`src/rtl/card_hit_decoder_pkg.sv`:
```
// Shared card grid geometry and decoder state type. The card renderer and the
// click decoder both take their geometry from here so they cannot drift apart.
package card_hit_decoder_pkg;

  localparam int unsigned GRID_X = 132;  // x of left edge of column 0
  localparam int unsigned GRID_Y = 84;   // y of top edge of row 0
  localparam int unsigned CARD_W = 160;
  localparam int unsigned CARD_H = 120;
  localparam int unsigned GAP    = 40;   // spacing between cards, both axes
  localparam int unsigned COLS   = 4;
  localparam int unsigned ROWS   = 4;
  localparam int unsigned ADDR_W = 4;    // COLS*ROWS must fit in 2**ADDR_W
  localparam int unsigned POS_W  = 12;   // mouse coordinate width

  typedef enum logic [2:0] {
    IDLE,
    SCAN_COL,
    SCAN_ROW,
    REPORT,
    MISS,
    WAIT_RELEASE
  } state_t;

endpackage

```
`src/rtl/card_hit_decoder_axis_scanner.sv`:
```
// One-axis hit scanner: walks the card slots of one axis, one slot per cycle,
// and reports whether the latched position falls inside a card span.
module card_hit_decoder_axis_scanner
  import card_hit_decoder_pkg::*;
#(
  parameter int unsigned PW   = POS_W,
  parameter int unsigned IW   = ADDR_W,
  parameter int unsigned STEP = 1
) (
  input  logic          clk,
  input  logic          rst,
  input  logic          start,
  input  logic [PW-1:0] pos,
  input  logic [PW:0]   origin,
  input  logic [PW:0]   span,
  input  logic [PW:0]   pitch,
  input  logic [IW:0]   count,
  output logic          done,
  output logic          hit,
  output logic [IW-1:0] index
);

  logic          active;
  logic [PW:0]   base;
  logic [IW:0]   slot;
  logic [PW:0]   pos_ext;

  // One extra bit on both sides of the compare so base+span never wraps.
  assign pos_ext = {1'b0, pos};
  assign hit     = active & (pos_ext >= base) & (pos_ext < (base + span));
  assign done    = active & (hit | (slot == (count - (IW + 1)'(1))));

  // Slot walk: index advances by STEP per slot so the row scanner directly
  // yields row*COLS without a multiplier; index is held after done.
  always_ff @(posedge clk or negedge rst) begin
    if (!rst) begin
      active <= 1'b0;
      base   <= '0;
      slot   <= '0;
      index  <= '0;
    end else if (start) begin
      active <= 1'b1;
      base   <= origin;
      slot   <= '0;
      index  <= '0;
    end else if (active) begin
      if (done) begin
        active <= 1'b0;
      end else begin
        slot  <= slot + (IW + 1)'(1);
        base  <= base + pitch;
        index <= index + IW'(STEP);
      end
    end
  end

endmodule

```
`src/rtl/card_hit_decoder.sv`:
```
// Turns a left click into the regfile address of the card under the cursor,
// using a column scan followed by a row scan. Emits a one-cycle card_pressed
// or miss pulse, then waits for the button to be released.
module card_hit_decoder
  import card_hit_decoder_pkg::*;
(
  input  logic              clk,
  input  logic              rst,
  input  logic              enable,
  input  logic [POS_W-1:0]  xpos,
  input  logic [POS_W-1:0]  ypos,
  input  logic              left,
  output logic              card_pressed,
  output logic [ADDR_W-1:0] card_address,
  output logic              miss,
  output logic              busy
);

  localparam int unsigned AW = POS_W + 1;

  localparam logic [AW-1:0]     COL_ORIGIN = AW'(GRID_X);
  localparam logic [AW-1:0]     COL_SPAN   = AW'(CARD_W);
  localparam logic [AW-1:0]     COL_PITCH  = AW'(CARD_W + GAP);
  localparam logic [ADDR_W:0]   COL_COUNT  = (ADDR_W + 1)'(COLS);
  localparam logic [AW-1:0]     ROW_ORIGIN = AW'(GRID_Y);
  localparam logic [AW-1:0]     ROW_SPAN   = AW'(CARD_H);
  localparam logic [AW-1:0]     ROW_PITCH  = AW'(CARD_H + GAP);
  localparam logic [ADDR_W:0]   ROW_COUNT  = (ADDR_W + 1)'(ROWS);

  state_t             state;
  logic               left_q;
  logic               armed;
  logic               press;
  logic [POS_W-1:0]   x_l;
  logic [POS_W-1:0]   y_l;
  logic               col_start;
  logic               col_done;
  logic               col_hit;
  logic [ADDR_W-1:0]  col_index;
  logic               row_start;
  logic               row_done;
  logic               row_hit;
  logic [ADDR_W-1:0]  row_index;

  // armed stays low until left has been seen released after reset, so a button
  // already held when reset lifts is not taken as a fresh press.
  assign press     = left & ~left_q & armed;
  assign col_start = (state == IDLE) & press & enable;
  assign row_start = (state == SCAN_COL) & enable & col_hit;
  assign busy      = (state != IDLE);

  card_hit_decoder_axis_scanner #(
    .PW   (POS_W),
    .IW   (ADDR_W),
    .STEP (1)
  ) u_col_scan (
    .clk    (clk),
    .rst    (rst),
    .start  (col_start),
    .pos    (x_l),
    .origin (COL_ORIGIN),
    .span   (COL_SPAN),
    .pitch  (COL_PITCH),
    .count  (COL_COUNT),
    .done   (col_done),
    .hit    (col_hit),
    .index  (col_index)
  );

  // Row index steps by COLS, accumulating row*COLS as the scan proceeds.
  card_hit_decoder_axis_scanner #(
    .PW   (POS_W),
    .IW   (ADDR_W),
    .STEP (COLS)
  ) u_row_scan (
    .clk    (clk),
    .rst    (rst),
    .start  (row_start),
    .pos    (y_l),
    .origin (ROW_ORIGIN),
    .span   (ROW_SPAN),
    .pitch  (ROW_PITCH),
    .count  (ROW_COUNT),
    .done   (row_done),
    .hit    (row_hit),
    .index  (row_index)
  );

  // Control FSM with registered pulse outputs and address.
  always_ff @(posedge clk or negedge rst) begin
    if (!rst) begin
      state        <= IDLE;
      left_q       <= 1'b0;
      armed        <= 1'b0;
      x_l          <= '0;
      y_l          <= '0;
      card_pressed <= 1'b0;
      miss         <= 1'b0;
      card_address <= '0;
    end else begin
      left_q       <= left;
      armed        <= armed | ~left;
      card_pressed <= 1'b0;
      miss         <= 1'b0;
      case (state)
        IDLE: begin
          if (press && enable) begin
            x_l   <= xpos;
            y_l   <= ypos;
            state <= SCAN_COL;
          end
        end
        SCAN_COL: begin
          if (!enable) begin
            state <= IDLE;
          end else if (col_done) begin
            if (col_hit) begin
              state <= SCAN_ROW;
            end else begin
              state <= MISS;
              miss  <= 1'b1;
            end
          end
        end
        SCAN_ROW: begin
          if (!enable) begin
            state <= IDLE;
          end else if (row_done) begin
            if (row_hit) begin
              state        <= REPORT;
              card_pressed <= 1'b1;
              card_address <= row_index + col_index;
            end else begin
              state <= MISS;
              miss  <= 1'b1;
            end
          end
        end
        REPORT, MISS: begin
          state <= enable ? WAIT_RELEASE : IDLE;
        end
        WAIT_RELEASE: begin
          if (!left) state <= IDLE;
        end
        default: state <= IDLE;
      endcase
    end
  end

endmodule

```
`config.mk`:
```
export PLATFORM = sky130hd
export DESIGN_NAME = card_hit_decoder
export DESIGN_NICKNAME = d
export VERILOG_FILES = /design/src/rtl/card_hit_decoder_pkg.sv /design/src/rtl/card_hit_decoder_axis_scanner.sv /design/src/rtl/card_hit_decoder.sv
export SDC_FILE = /design/constraint.sdc
export NUM_CORES = 1
export LEC_CHECK = 0
export ABC_AREA = 1
export BUFFER_PORTS_ARGS = -buffer_cell sky130_fd_sc_hd__buf_2
export CORE_MARGIN = 10
export CORE_UTILIZATION = 35
export DETAILED_ROUTE_END_ITERATION = 8
export GPL_ROUTABILITY_DRIVEN = 0
export HOLD_SLACK_MARGIN = 0.15
export PLACE_DENSITY_LB_ADDON = 0.12
export SLEW_MARGIN = 10
export SYNTH_ARGS = -nofsm -noshare
export SYNTH_HDL_FRONTEND = slang
export SYNTH_HIERARCHICAL = 1
export SYNTH_SLANG_ARGS = --single-unit
export TNS_END_PERCENT = 100
```
`constraint.sdc`:
```
create_clock -name clk -period 4.4 [get_ports clk]
set_input_delay 0.44 -clock clk [delete_from_list [all_inputs] [get_ports clk]]
set_output_delay 0.44 -clock clk [all_outputs]
set_load 0.01 [all_outputs]
```
After elaboration in Yosys (flattened, before gate mapping). Index checks and enable logic that the tools add are counted.

Word-level logic and storage cells: 115. Register bits after elaboration: 81. Output and inout port bits: 7. Bits of input ports: 28.

Multiplexer cells: 45. $lt $le $gt $ge: 4. Eq/ne operators: 13. Bitwise gates (word level): 17. $add $sub $neg: 9. Reductions and logical operators: 11.

Operators with widths (number): $mux 13 (6); $add 13x8->13 const B (3); $mux 5 (6); $mux 3 (9); $ge 12x13->1 (2); $lt 12x13->1 (2); $mux 4 (6); $mux 1 (16); $pmux 3 s5 (1); $add 13x7->13 const B (1); $and 1x1->1 (12); $add 5x1->5 const B (2); $eq 5x2->1 const B (2); $reduce_and 4->1 (2); $eq 3x2->1 const B (2); $eq 3x3->1 const B (2); $ne 2x2->1 const B (3); $ne 3x3->1 const B (2); $reduce_and 2->1 (3); $add 4x1->4 const B (1); $add 4x3->4 const B (1); $add 4x4->4 (1); $reduce_bool 2->1 (2); $eq 3x1->1 const B (1); 8 further kinds (11).

Depth between registers and ports, before layout. Gate-level depths: netlist of run 1.

Depth in word-level cells: 8. Depth in mapped cells: 25. Gate-level depth less buffers: 24.

By module. The synthesis of run 1 kept the hierarchy.

Modules (own cells, without submodules): card_hit_decoder_axis_scanner at u_col_scan (seq. area each 575.6 µm², area each 3052.9 µm², cells each 439, instances 1); card_hit_decoder_axis_scanner at u_row_scan (seq. area each 525.5 µm², area each 2894.0 µm², cells each 435, instances 1); card_hit_decoder (seq. area each 875.8 µm², area each 1680.4 µm², cells each 209, instances 1).

Worst setup path before layout of run 1. Ideal clock, no wire load.

Path type: register -> register. Start: reg u_col_scan.base[6]. End: reg u_row_scan.base[1]. Path slack: 1.026 ns. Cell stages (with the launch flop): 23. Required time: 4.283 ns. Data arrival time: 3.257 ns. Cells stage by stage: dfrtp_1 > ha_1 > a21oi_1 > o21ai_0 > a21oi_1 > o21ai_0 > nand2_1 > nand2_1 > a21oi_1 > xor2_1 > ha_1 > inv_1 > o21bai_1 > nand2_1 > nand3_2 > inv_1 > nand2_1 > nor2_1 > clkbuf_1 > clkbuf_1 > o21ai_0 > nand2_1 > nand2_1.

Word-level cells in the longest chain between the ends: 6. Elaborated cells between the ends (all ways): 10. Classes of those cells: add/sub (1); order compare (2); eq/ne (1); mux (1); bitwise (3); reduce/logical (2).

RTL lines: start: declaration (line card_hit_decoder_axis_scanner.sv:24) `logic [PW:0] base;`; start signal: assignment (line card_hit_decoder_axis_scanner.sv:43) `base <= origin;`; start signal: assignment (line card_hit_decoder_axis_scanner.sv:51) `base <= base + pitch;`; $add 13x8->13 / $ge 12x13->1 (equally long branches) (line card_hit_decoder_axis_scanner.sv:30) `assign hit = active & (pos_ext >= base) & (pos_ext < (base + span));`; $lt 12x13->1 / $and 1x1->1 (equally long branches) (line card_hit_decoder_axis_scanner.sv:30); $and 1x1->1 * (line card_hit_decoder_axis_scanner.sv:30); net col_hit (line card_hit_decoder.sv:38) `logic col_hit;`; $and 1x1->1 * (line card_hit_decoder.sv:49) `assign row_start = (state == SCAN_COL) & enable & col_hit;`; net row_start (line card_hit_decoder.sv:40) `logic row_start;`; $ne 2x2->1 (no line) / $reduce_bool 2->1 (equally long branches); $reduce_and 2->1 (no line); end signal: assignment (line card_hit_decoder_axis_scanner.sv:43); end signal: assignment (line card_hit_decoder_axis_scanner.sv:51); end: declaration (line card_hit_decoder_axis_scanner.sv:24).

The timed path passes the listed nets; every way through them passes the cells marked *. A chain may end at the register's enable or synchronous reset.

Final worst setup path of run 1.
Start: reg u_col_scan.base[6]. End: reg u_row_scan.slot[4].

Word-level cells in the longest chain between the ends: 6. Elaborated cells between the ends (all ways): 10. Classes of those cells: add/sub (1); order compare (2); eq/ne (1); mux (1); bitwise (3); reduce/logical (2).

RTL lines: $add 13x8->13 / $ge 12x13->1 (equally long branches) (line card_hit_decoder_axis_scanner.sv:30); $lt 12x13->1 / $and 1x1->1 (equally long branches) (line card_hit_decoder_axis_scanner.sv:30); $and 1x1->1 * (line card_hit_decoder_axis_scanner.sv:30); net col_hit (line card_hit_decoder.sv:38); $and 1x1->1 * (line card_hit_decoder.sv:49); net row_start (line card_hit_decoder.sv:40); $ne 2x2->1 (no line) / $reduce_bool 2->1 (equally long branches); $reduce_and 2->1 (no line); end signal: assignment (line card_hit_decoder_axis_scanner.sv:50) `slot <= slot + (IW + 1)'(1);`; end: declaration (line card_hit_decoder_axis_scanner.sv:25) `logic [IW:0] slot;`.

Marks and branches as above.

==> metrics.txt, run 1 <==
status finished clean; peak clock frequency supported by timing 259 MHz; sequential share of the synthesized area 25.9%; post-layout total power 6.17 mW; kind of critical path reg -> reg; wire length of the first global-routing pass 31500 microns; insertion delay of the later-clocked pin in the worst-skew pair 350 ps; worst clock skew 7.94 ps; Crit-path slowest cell sky130_fd_sc_hd__nand2_2; total area of multi-input combinational cells 5380 sq um; most instantiated library cell after synthesis sky130_fd_sc_hd__nand2_1; number of sinks on the clock net 79; fillers 2294; post-route ant nets 0; net total in the final layout 1341; list of cells traversed by the critical path ha_1 > a21oi_1 > o21ai_0 > a21oi_1 > o21ai_0 > nand2_1 > nand2_1 > a21oi_1 > xor2_1 > ha_1 > inv_1 > o21bai_1 > nand2_1 > nand3_2 > inv_1 > nand2_1 > nor2_2 > clkinv_1 > nand2_2 > nand2_1 > nand2_1; initial antenna violation count 0; slew at the pin closest to its max-slew limit 763 ps; Ports 35; count of flip-flops with a built-in enable after synthesis 0; worst relative slew slack 49.1%; Critical Path Sink Type flop; CTS tree built; Yosys top cell by area sky130_fd_sc_hd__dfrtp_1; top fanout value on the critical path 21; total vias in the final route 6678; worst slack on hold paths 162 ps; remaining design rule violation count 0; count of H-tree levels built during CTS 3; standard-cell row count 53; die boundary width 168 microns; period utilization 87.7%; Crit path largest cell delay 500 ps; DRC marker count from the first detailed-route iteration 278; relative contribution of combinational cells to total power 63.1%; Die ar. 28100 sq um; area share of the leading cell type in the synthesized netlist 25.9%; max-slew violations 0; first-pass detailed-route iteration total 4; most area-consuming cells after synthesis sky130_fd_sc_hd__dfrtp_1 26%, sky130_fd_sc_hd__nand2_1 17%, sky130_fd_sc_hd__ha_1 17%; global router's overall resource usage 13.3%; fraction of layout instances using a drive strength above 1 8.59%; Syn Std Cell Area 7630 sq um; Routed WL per cell 12.2 microns; Mapped Cells 1083; final-report hold violation count 0; cell internal pwr 3.10 mW; part of the total power dissipated in sequential elements 23.8%; cell repeated most along the worst path sky130_fd_sc_hd__nand2_1; clock network power share 13.2%; kind of path behind the tightest hold check in -> async; number of buffer cells added on primary ports 34; P_sw 3.07 mW; category of the worst setup path launch point flop; clock root cell sky130_fd_sc_hd__clkbuf_16; area of all sequential standard cells 1980 sq um; # setup viols final 0; post-detailed-placement half-perimeter wirelength 14000 microns; Layout area overhead 13.9%; number of global-route vias before repair 6344; leakage power 4.82 nW; total power density per cell area 710 nW/um^2; post-DR vias/cell 4.49; setup repair bufs after CTS 0; clock-pin slew of the registers on the worst-case setup and hold paths 70 ps; Req. time, crit path 4680 ps; aggregate global routing overflow 0; floorplan core area 21200 sq um; Total Neg Setup Slack 0 ps; most common library cells after synthesis 343 x sky130_fd_sc_hd__nand2_1, 110 x sky130_fd_sc_hd__inv_1, 108 x sky130_fd_sc_hd__nand3_1, 102 x sky130_fd_sc_hd__ha_1, 79 x sky130_fd_sc_hd__dfrtp_1; Peak VDD IR 253 uV; setup repair after global routing missed its margin no; post-synthesis async set-or-reset flop share 100%; ANT cells 0; maximum clock insertion buffer count 2; final critical-path required period 3860 ps; die height 168 microns; number of instances resized during post-cts repair 0; number of buffers created by CTS 9; Initial Util 35.9%; number of distinct library cells after synthesis 40; Avg Inst Size Synth 7.04 sq um; switching power share of the total 49.7%; max_cap viols 0; maximum number of pins on one net before global-route repair 57; arrival time of data at the critical path endpoint 4140 ps; DRT Wirelength 18200 microns; Yosys reg bits 79; count of hold buffers inserted by post-cts repair 0; warnings from Yosys 6; leading register cell type out of synthesis sky130_fd_sc_hd__dfrtp_1
==> metal layers <==
metal | vias to the layer above | GRT usage [%] | share of wire, %
met4 | 0 | 3.33 | 1.3
li1 | 3653 | - | -
met3 | 14 | 2.55 | 3.6
met1 | 2938 | 18.3 | 53
met5 | - | 0 | 0
met2 | 73 | 20.7 | 42
==> metrics by stage <==
step           worst slack (ps)  utilization, %  cell area (sq um)  cells
2_1_floorplan              1030               -               8000   1182
3_3_place_gp                652            39.4               8370   1470
3_5_place_dp                543            39.4               8370   1470
4_1_cts                     510            40.9               8690   1486
5_1_grt                    69.8            40.9               8690   1486
6_report                    542            40.9               8690   1486
==> worst paths after layout <==
| path | startpoint | end | slack [ps] | cells after the start |
|---|---|---|---|---|
| min in group clk | left | left_q$_DFF_PN0_ | 280 | 1 |
| max in group asynchronous | rst | u_row_scan/base[5]$_DFFE_PN0P_ | 3410 | 2 |
| worst max register to register | u_col_scan/base[6]$_DFFE_PN0P_ | u_row_scan/slot[4]$_DFFE_PN0P_ | 540 | 21 |
| worst min register to register | armed$_DFF_PN0_ | armed$_DFF_PN0_ | 470 | 2 |
| worst min-delay path | rst | u_col_scan/base[9]$_DFFE_PN0P_ | 160 | 1 |
| worst max-delay path | u_col_scan/base[6]$_DFFE_PN0P_ | u_row_scan/slot[4]$_DFFE_PN0P_ | 540 | 21 |
==> power groups by stage <==
stage / clock, mW / sequential [mW] / combinational [mW]
finish: 0.811 / 1.47 / 3.89
global route: 0.877 / 1.52 / 4.62
CTS: 0.845 / 1.48 / 3.89
detailed placement: 0 / 1.49 / 3.87
global placement: 0 / 1.49 / 3.85
floorplan: 0 / 1.31 / 3.26
==> critical path, delay by kind of cell, from the launching register on <==
kind	cells	cell delay, ps
flip-flops	1	420
adder cells (fa/ha/maj)	2	590
AND/OR/NAND/NOR	9	1220
XOR/XNOR	1	160
buffers and inverters	3	550
AO/OA/AOI/OAI	6	830
==> sequential cells by signal, indices dropped and copies added, names as in the netlist, 2 cells and up <==
| signal | cells |
|---|---|
| u_col_scan/base | 13 |
| u_row_scan/base | 13 |
| x_l | 12 |
| y_l | 12 |
| u_col_scan/slot | 5 |
| u_row_scan/slot | 5 |
| card_address | 4 |
| u_col_scan/index | 4 |
| state | 3 |
| u_row_scan/index | 2 |
==> cell type report <==
| cell class | count | area share [%] |
|---|---|---|
| inverters | 120 | 5.21 |
| repair buffers | 39 | 2.42 |
| clock inverters | 4 | 0.591 |
| flip-flops and latches | 79 | 22.8 |
| multi-input cells | 957 | 62.0 |
| clock buffers | 12 | 3.07 |
| well taps | 275 | 3.96 |
==> cells in the final DEF (no fill, tap or decap), types with 2 or more instances in the layout <==
cell,Yosys,routed
sky130_fd_sc_hd__buf_2,4,33
sky130_fd_sc_hd__nor2_4,2,2
sky130_fd_sc_hd__nand2_2,21,21
sky130_fd_sc_hd__or2_2,4,4
sky130_fd_sc_hd__nand3_2,3,3
sky130_fd_sc_hd__clkbuf_16,0,9
sky130_fd_sc_hd__o21a_1,2,2
sky130_fd_sc_hd__nand2_1,343,343
sky130_fd_sc_hd__nor2_2,4,5
sky130_fd_sc_hd__clkinv_1,2,2
sky130_fd_sc_hd__nor3_1,13,13
sky130_fd_sc_hd__nand4_1,16,16
sky130_fd_sc_hd__o21ai_2,2,2
sky130_fd_sc_hd__conb_1,3,102
sky130_fd_sc_hd__inv_2,7,7
sky130_fd_sc_hd__o21bai_1,3,3
sky130_fd_sc_hd__buf_4,6,6
sky130_fd_sc_hd__dfrtp_1,79,79
sky130_fd_sc_hd__a211oi_1,3,3
sky130_fd_sc_hd__nand3_1,108,108
sky130_fd_sc_hd__o21ai_0,34,34
sky130_fd_sc_hd__nor2_1,60,59
sky130_fd_sc_hd__a21boi_0,5,5
sky130_fd_sc_hd__xnor2_1,23,23
sky130_fd_sc_hd__fa_1,5,5
sky130_fd_sc_hd__nand2_4,2,2
sky130_fd_sc_hd__xor2_1,34,34
sky130_fd_sc_hd__clkbuf_8,0,3
sky130_fd_sc_hd__inv_1,110,110
sky130_fd_sc_hd__ha_1,102,102
sky130_fd_sc_hd__a21oi_1,59,59
==> kinds of logic after synthesis <==
| logic type | synth area share [%] |
|---|---|
| simple gates | 33.0 |
| buf+inv | 8.40 |
| compound gates | 7.91 |
| fa+ha+maj | 18.0 |
| flops | 25.9 |
| xor+xnor | 6.55 |
| other cells | 0.148 |
Power figures use the tool's default switching activity.
==> run 2, diff against run 1 <==
==> constraint.sdc (replaced) <==
create_clock -name clk -period 4.9 [get_ports clk]
set_input_delay 0.49 -clock clk [delete_from_list [all_inputs] [get_ports clk]]
set_output_delay 0.49 -clock clk [all_outputs]
set_load 0.01 [all_outputs]
==> metrics.txt, run 2 (synthesis gave the netlist of run 1 again) <==
endpoint of the worst hold path x_l[0]$_DFFE_PN0P_; Worst Reg2Reg Path Length in Cells 23 (+9.5%); aggregate global routing overflow 0 (unchanged); maximum number of pins on one net before global-route repair 61 (+7.0%); clock network power share 11.8% (-1.4 points); total area of multi-input combinational cells 5380 sq um (unchanged); number of sinks on the clock net 79 (unchanged); top flop regs u_col_scan/base x13, u_row_scan/base x13; final critical-path required period 3930 ps (+69.3 ps); post-layout utilization of the core 40.7% (-0.24 points); Ports 35 (unchanged); period utilization 80.2% (-7.5 points); arrival time of data at the critical path endpoint 4210 ps (+70 ps); r2r endpoint u_row_scan/base[6]$_DFFE_PN0P_; status finished clean; total power density per cell area 632 nW/um^2 (-11%); setup repair after global routing missed its margin no; Peak VDD IR 190 uV (-25%); fraction of layout instances using a drive strength above 1 8.35% (-0.23 points); highest-count cells in the layout ignoring fill and taps 343 x sky130_fd_sc_hd__nand2_1, 110 x sky130_fd_sc_hd__inv_1, 108 x sky130_fd_sc_hd__nand3_1; Layout area overhead 13.2%; post-route ant nets 0 (unchanged); die boundary width 168 microns (unchanged); global router's overall resource usage 13.4% (+0.15 points); number of cells in the finished layout apart from fillers 1484 (-0.13%); placed cell count 1468 (-0.14%); floorplan core area 21200 sq um (unchanged); kind of path behind the tightest hold check in -> reg; Total Neg Setup Slack 0 ps (unchanged); maximum clock insertion buffer count 2 (unchanged); # setup viols final 0 (unchanged); peak clock frequency supported by timing 255 MHz (-1.8%); HP Start xpos[0]; DRT Wirelength 18200 microns (about the same); first-pass detailed-route iteration total 4 (unchanged); worst reg2reg path startpoint u_col_scan/base[6]$_DFFE_PN0P_; Die ar. 28100 sq um (unchanged); number of buffer cells added on primary ports 34 (unchanged); slew at the pin closest to its max-slew limit 801 ps (+37.7 ps); ANT cells 0 (unchanged); Critical Path Sink Type flop; leakage power 4.79 nW (-0.62%); relative contribution of combinational cells to total power 64.2% (+1.1 points); worst relative slew slack 46.6% (-2.5 points); switching power share of the total 50.6% (+0.88 points); remaining design rule violation count 0 (unchanged); clock-pin slew of the registers on the worst-case setup and hold paths 70 ps (about the same); Initial Util 35.9% (unchanged); number of instances resized during post-cts repair 0 (unchanged); Routed WL per cell 12.3 microns (+0.11%); number of global-route vias before repair 6504 (+2.5%); cell depth of the worst min-delay path 3; insertion delay of the later-clocked pin in the worst-skew pair 350 ps (about the same); post-detailed-placement half-perimeter wirelength 14000 microns (+0.18%); placed cell area 8350 sq um (-0.18%); Final Cell Area 8640 sq um (-0.58%); category of the worst setup path launch point flop; clock root cell sky130_fd_sc_hd__clkbuf_16; top fanout value on the critical path 30 (+43%); part of the total power dissipated in sequential elements 24.0% (+0.2 points); initial antenna violation count 0 (unchanged); total vias in the final route 6671 (-0.10%); net total in the final layout 1340 (-0.075%); setup repair bufs after CTS 0 (unchanged); cell internal pwr 2.70 mW (-13%); wire length of the first global-routing pass 31900 microns (+0.99%); P_sw 2.76 mW (-9.9%); kind of critical path reg -> reg; final-report hold violation count 0 (unchanged); standard-cell row count 53 (unchanged); worst setup path startpoint u_col_scan/base[6]$_DFFE_PN0P_; most common cell after layout, fill and taps aside sky130_fd_sc_hd__nand2_1; count of H-tree levels built during CTS 3 (unchanged); post-DR vias/cell 4.50 (about the same); die height 168 microns (unchanged); Req. time, crit path 5190 ps (+510 ps); CTS tree built; FF-to-FF setup slack 970 ps (+430 ps); DRC marker count from the first detailed-route iteration 301 (+8.3%); fillers 2294 (unchanged); worst clock skew 11.6 ps (+3.62 ps); area of all sequential standard cells 1980 sq um (unchanged); number of buffers created by CTS 9 (unchanged); count of hold buffers inserted by post-cts repair 1 (+1); max-slew violations 0 (unchanged); max_cap viols 0 (unchanged)
==> run 2: changes by cell type in the layout (fill, tap and decap cells not counted), sizes merged <==
cell	before	now
buf	39	37
bufinv	1	0
clkbuf	12	10
clkinv	3	4
clkinvlp	1	2
dlygate4sd3	0	1
==> run 2: worst max-delay path by stage <==
stage,depth (start not counted),slack (ps),to
2_1_floorplan,22,1530,u_row_scan/base[1]$_DFFE_PN0P_
3_3_place_gp,23,1070,u_row_scan/base[2]$_DFFE_PN0P_
3_5_place_dp,23,930,u_row_scan/base[4]$_DFFE_PN0P_
4_1_cts,23,900,u_row_scan/base[4]$_DFFE_PN0P_
5_1_grt,23,480,u_row_scan/base[9]$_DFFE_PN0P_
6_report,23,970,u_row_scan/base[6]$_DFFE_PN0P_
==> run 2: layout make-up <==
class	count	share of cell area, %
Inverter	120	5.24
Multi-Input combinational cell	957	62.3
Sequential cell	79	22.9
Tap cell	275	3.98
Timing Repair Buffer	38	2.38
Clock buffer	10	2.77
Clock inverter	5	0.391
==> run 2: power groups by stage <==
stage	sequential [mW]	clock [mW]	combinational, mW
3_5_place_dp	1.33	0	3.48
3_3_place_gp	1.33	0	3.46
4_1_cts	1.32	0.669	3.50
6_report	1.31	0.644	3.50
2_1_floorplan	1.18	0	2.92
5_1_grt	1.37	0.693	4.18
==> run 2: through the flow <==
stage	hold WS [ps]	power, mW	setup slack, ps
after floorplan	194	4.10	1530
after global placement	398	4.79	1070
after detailed placement	395	4.81	928
after CTS	314	5.49	901
after global routing	319	6.23	478
final	325	5.46	972
==> run 2: routing by layer <==
| metal | track usage [%] | wire length (microns) |
|---|---|---|
| met1 | 18.8 | 9560 |
| met2 | 20.7 | 7820 |
| met3 | 2.57 | 625 |
| met4 | 3.26 | 185 |
| met5 | 0 | 0 |
==> run 2: critical path, cell delays in order, from the launching register on <==
cell and delay (ps):
sky130_fd_sc_hd__dfrtp_1 420, sky130_fd_sc_hd__ha_1 350, sky130_fd_sc_hd__a21oi_1 160, sky130_fd_sc_hd__o21ai_0 90, sky130_fd_sc_hd__a21oi_1 190, sky130_fd_sc_hd__o21ai_0 150, sky130_fd_sc_hd__nand2_1 80, sky130_fd_sc_hd__nand2_1 40
sky130_fd_sc_hd__a21oi_1 150, sky130_fd_sc_hd__xor2_1 160, sky130_fd_sc_hd__ha_1 240, sky130_fd_sc_hd__inv_1 70, sky130_fd_sc_hd__o21bai_1 70, sky130_fd_sc_hd__nand2_1 80, sky130_fd_sc_hd__nand3_2 130, sky130_fd_sc_hd__inv_1 120
sky130_fd_sc_hd__nand2_1 70, sky130_fd_sc_hd__nor2_2 100, sky130_fd_sc_hd__buf_4 290, sky130_fd_sc_hd__clkinv_1 100, sky130_fd_sc_hd__buf_4 240, sky130_fd_sc_hd__nand2_2 370, sky130_fd_sc_hd__nand2_1 100, sky130_fd_sc_hd__nand2_1 70
==> run 3, diff against run 2 <==
--- a/config.mk
+++ b/config.mk
@@ -5,7 +5,7 @@
 export SDC_FILE = /design/constraint.sdc
 export NUM_CORES = 1
 export LEC_CHECK = 0
-export ABC_AREA = 1
+export ABC_AREA = 0
 export BUFFER_PORTS_ARGS = -buffer_cell sky130_fd_sc_hd__buf_2
 export CORE_MARGIN = 10
 export CORE_UTILIZATION = 35
==> constraint.sdc (replaced) <==
create_clock -name clk -period 3.45 [get_ports clk]
set_input_delay 0.345 -clock clk [delete_from_list [all_inputs] [get_ports clk]]
set_output_delay 0.345 -clock clk [all_outputs]
set_load 0.01 [all_outputs]
==> metrics.txt, run 3 <==
status complete, but fails checks; violated checks negative setup slack; standard-cell row count 52 (-1.9%); Ports 35 (unchanged); area share of the leading cell type in the synthesized netlist 27.3% (+1.4 points); kind of critical path reg -> reg; total power density per cell area 908 nW/um^2 (+44%); cell internal pwr 4.93 mW (+83%); first-pass detailed-route iteration total 4 (unchanged); met3 GRT Util 2.20% (-0.37 points); number of buffers created by CTS 9 (unchanged); most instantiated library cell after synthesis sky130_fd_sc_hd__ha_1; Yosys top cell by area sky130_fd_sc_hd__dfrtp_1; final-report hold violation count 0 (unchanged); number of distinct library cells after synthesis 81 (+100%); total area of multi-input combinational cells 5690 sq um (+5.8%); die boundary width 164 microns (-2.3%); die height 164 microns (-2.3%); clock root cell sky130_fd_sc_hd__clkbuf_16; remaining design rule violation count 0 (unchanged); PnR worst setup slack -396 ps (-1370 ps); Crit-path slowest cell sky130_fd_sc_hd__or4_4; number of global-route vias before repair 5670 (-13%); worst relative slew slack 44.2% (-2.4 points); maximum clock insertion buffer count 2 (unchanged); max-slew violations 0 (unchanged); total vias in the final route 5706 (-14%); fillers 2008 (-12%); DRC marker count from the first detailed-route iteration 228 (-24%); maximum number of pins on one net before global-route repair 59 (-3.3%); met2 Use GR 22.3% (+1.6 points); Initial Util 35.6% (-0.32 points); sequential share of the synthesized area 27.3% (+1.4 points); most area-consuming cells after synthesis sky130_fd_sc_hd__dfrtp_1 27%, sky130_fd_sc_hd__ha_1 18%, sky130_fd_sc_hd__xnor2_1 5.8%; post-detailed-placement half-perimeter wirelength 12600 microns (-10%); worst clock skew 6.66 ps (-4.89 ps); clock-pin slew of the registers on the worst-case setup and hold paths 60 ps (about the same); switching power share of the total 42.4% (-8.2 points); Die ar. 26800 sq um (-4.6%); CTS tree built; period utilization 111% (+31 points); relative contribution of combinational cells to total power 68.7% (+4.5 points); wire length of the first global-routing pass 27500 microns (-14%); list of cells traversed by the critical path ha_2 > or4_4 > o21ai_4 > nand2_2 > xnor2_2 > ha_1 > a21oi_2 > o22ai_2 > a2111oi_2 > a21oi_1 > a2111oi_4 > buf_6 > buf_4 > nor2_4 > mux2_4 > mux2_2; post-synthesis async set-or-reset flop share 100% (unchanged); count of H-tree levels built during CTS 3 (unchanged); warnings from Yosys 6 (unchanged); final critical-path required period 3850 ps (-81.3 ps); floorplan core area 20300 sq um (-4.3%); global routing met1 resource utilization 15.4% (-3.4 points); leakage power 4.41 nW (-7.9%); P_sw 3.63 mW (+31%); placed cell area 8670 sq um (+3.8%); number of sinks on the clock net 79 (unchanged); Crit path largest cell delay 500 ps (+80 ps); most common library cells after synthesis 102 x sky130_fd_sc_hd__ha_1, 79 x sky130_fd_sc_hd__dfrtp_1, 52 x sky130_fd_sc_hd__nor2_1, 51 x sky130_fd_sc_hd__inv_1, 50 x sky130_fd_sc_hd__a21oi_1; number of buffer cells added on primary ports 34 (unchanged); Routed WL per cell 12.9 microns (+5.3%); Avg Inst Size Synth 9.48 sq um (+35%); highest-count cells in the layout ignoring fill and taps 111 x sky130_fd_sc_hd__conb_1, 92 x sky130_fd_sc_hd__ha_1, 78 x sky130_fd_sc_hd__dfrtp_1; post-route ant nets 0 (unchanged); Peak VDD IR 448 uV (+140%); insertion delay of the later-clocked pin in the worst-skew pair 340 ps (about the same); arrival time of data at the critical path endpoint 4070 ps (-140 ps); top flop regs u_col_scan/base x13, u_row_scan/base x13; post-layout utilization of the core 46.4% (+5.7 points); leading register cell type out of synthesis sky130_fd_sc_hd__dfrtp_1; max_cap viols 0 (unchanged); part of the total power dissipated in sequential elements 19.7% (-4.3 points); net total in the final layout 1115 (-17%); post-DR vias/cell 4.55 (+1.2%); Yosys reg bits 79 (unchanged); Final Cell Area 9420 sq um (+9.1%); clock network power share 11.6% (-0.2 points); Mapped Cells 763 (-30%); Most Crowded Layer GR met2; kind of path behind the tightest hold check in -> reg; peak clock frequency supported by timing 260 MHz (+2.1%); top fanout value on the critical path 6 (-80%); most common cell after layout, fill and taps aside sky130_fd_sc_hd__conb_1; category of the worst setup path launch point flop; Total Neg Setup Slack -13840 ps (-13840 ps); ANT cells 0 (unchanged); fraction of layout instances using a drive strength above 1 25.3% (+17 points); setup repair after global routing missed its margin yes; Req. time, crit path 3680 ps (-1510 ps); Syn Std Cell Area 7230 sq um (-5.2%); aggregate global routing overflow 0 (unchanged); area of all sequential standard cells 1980 sq um (about the same); # setup viols final 53 (+53); Layout area overhead 30.3%; global router's overall resource usage 12.5% (-0.93 points); count of flip-flops with a built-in enable after synthesis 0 (unchanged); DRT Wirelength 16200 microns (-11%); slew at the pin closest to its max-slew limit 837 ps (+36.7 ps); initial antenna violation count 0 (unchanged); Critical Path Sink Type flop
## run 3: worst max-delay path: cells and delay by family, from the launching register on
kind / cells / cell delay (ps)
buf+inv: 2 / 310
simple gates: 3 / 630
compound gates: 6 / 1230
fa+ha+maj: 2 / 490
mux: 2 / 560
flops: 1 / 380
xor+xnor: 1 / 130
## run 3: cell type report
class                      count  share of cell area (%)
multi-input combinational    720                    60.4
sequential                    79                    21.0
timing repair buffer         119                    9.75
tap                          270                    3.59
clock buffer                  12                    2.72
inverter                      51                    2.06
clock inverter                 3                   0.452
## run 3: layer usage
layer,routed length (microns),up-vias
met5,0,-
met4,146,0
met3,239,11
met2,8310,28
met1,7490,2592
li1,-,3075
## run 3: what timing repair did
action,4_1_cts,5_1_grt
hold buffers,2,0
endpoints found under the hold margin,23,0
cloned,0,1
pin swaps,13,29
endpoints found under the setup margin,52,53
gates resized for setup,36,41
buffers inserted,3,13
## run 3: power groups by stage
stage / Combinational [mW] / Clock [mW] / Sequential [mW]
final: 5.88 / 0.994 / 1.68
after detailed placement: 5.27 / 0 / 1.70
after global routing: 6.68 / 1.07 / 1.74
after CTS: 5.48 / 1.04 / 1.69
after floorplan: 3.98 / 0 / 1.61
after global placement: 5.26 / 0 / 1.70
## run 3: worst paths after layout
kind | from | endpoint | slack [ps] | depth (start not counted)
max | u_col_scan/base[5]$_DFFE_PN0P_ | u_col_scan/base[4]$_DFFE_PN0P_ | -400 | 16
min reg2reg | armed$_DFF_PN0_ | armed$_DFF_PN0_ | 460 | 1
min in group asynchronous | rst | x_l[10]$_DFFE_PN0P_ | 630 | 2
min | ypos[10] | y_l[10]$_DFFE_PN0P_ | 230 | 2
max reg2reg | u_col_scan/base[5]$_DFFE_PN0P_ | u_col_scan/base[4]$_DFFE_PN0P_ | -400 | 16
max in group asynchronous | rst | x_l[4]$_DFFE_PN0P_ | 2000 | 3
## run 3: logic make-up after synthesis
kind of cell | share of synthesized area, %
compound gates | 17.7
xor+xnor | 7.39
fa+ha+maj | 19.0
buf+inv | 4.97
flops | 27.3
mux | 9.10
other cells | 0.156
simple gates | 14.3
## run 3: per-stage QoR
stage / total power, mW / instances / setup WS (ps) / hold WS, ps
CTS: 8.20 / 1243 / -355 / 214
finish: 8.55 / 1254 / -396 / 230
floorplan: 5.59 / 871 / -347 / 49.4
global route: 9.49 / 1254 / -565 / 217
global placement: 6.95 / 1224 / -470 / 446
detailed placement: 6.96 / 1224 / -459 / 450
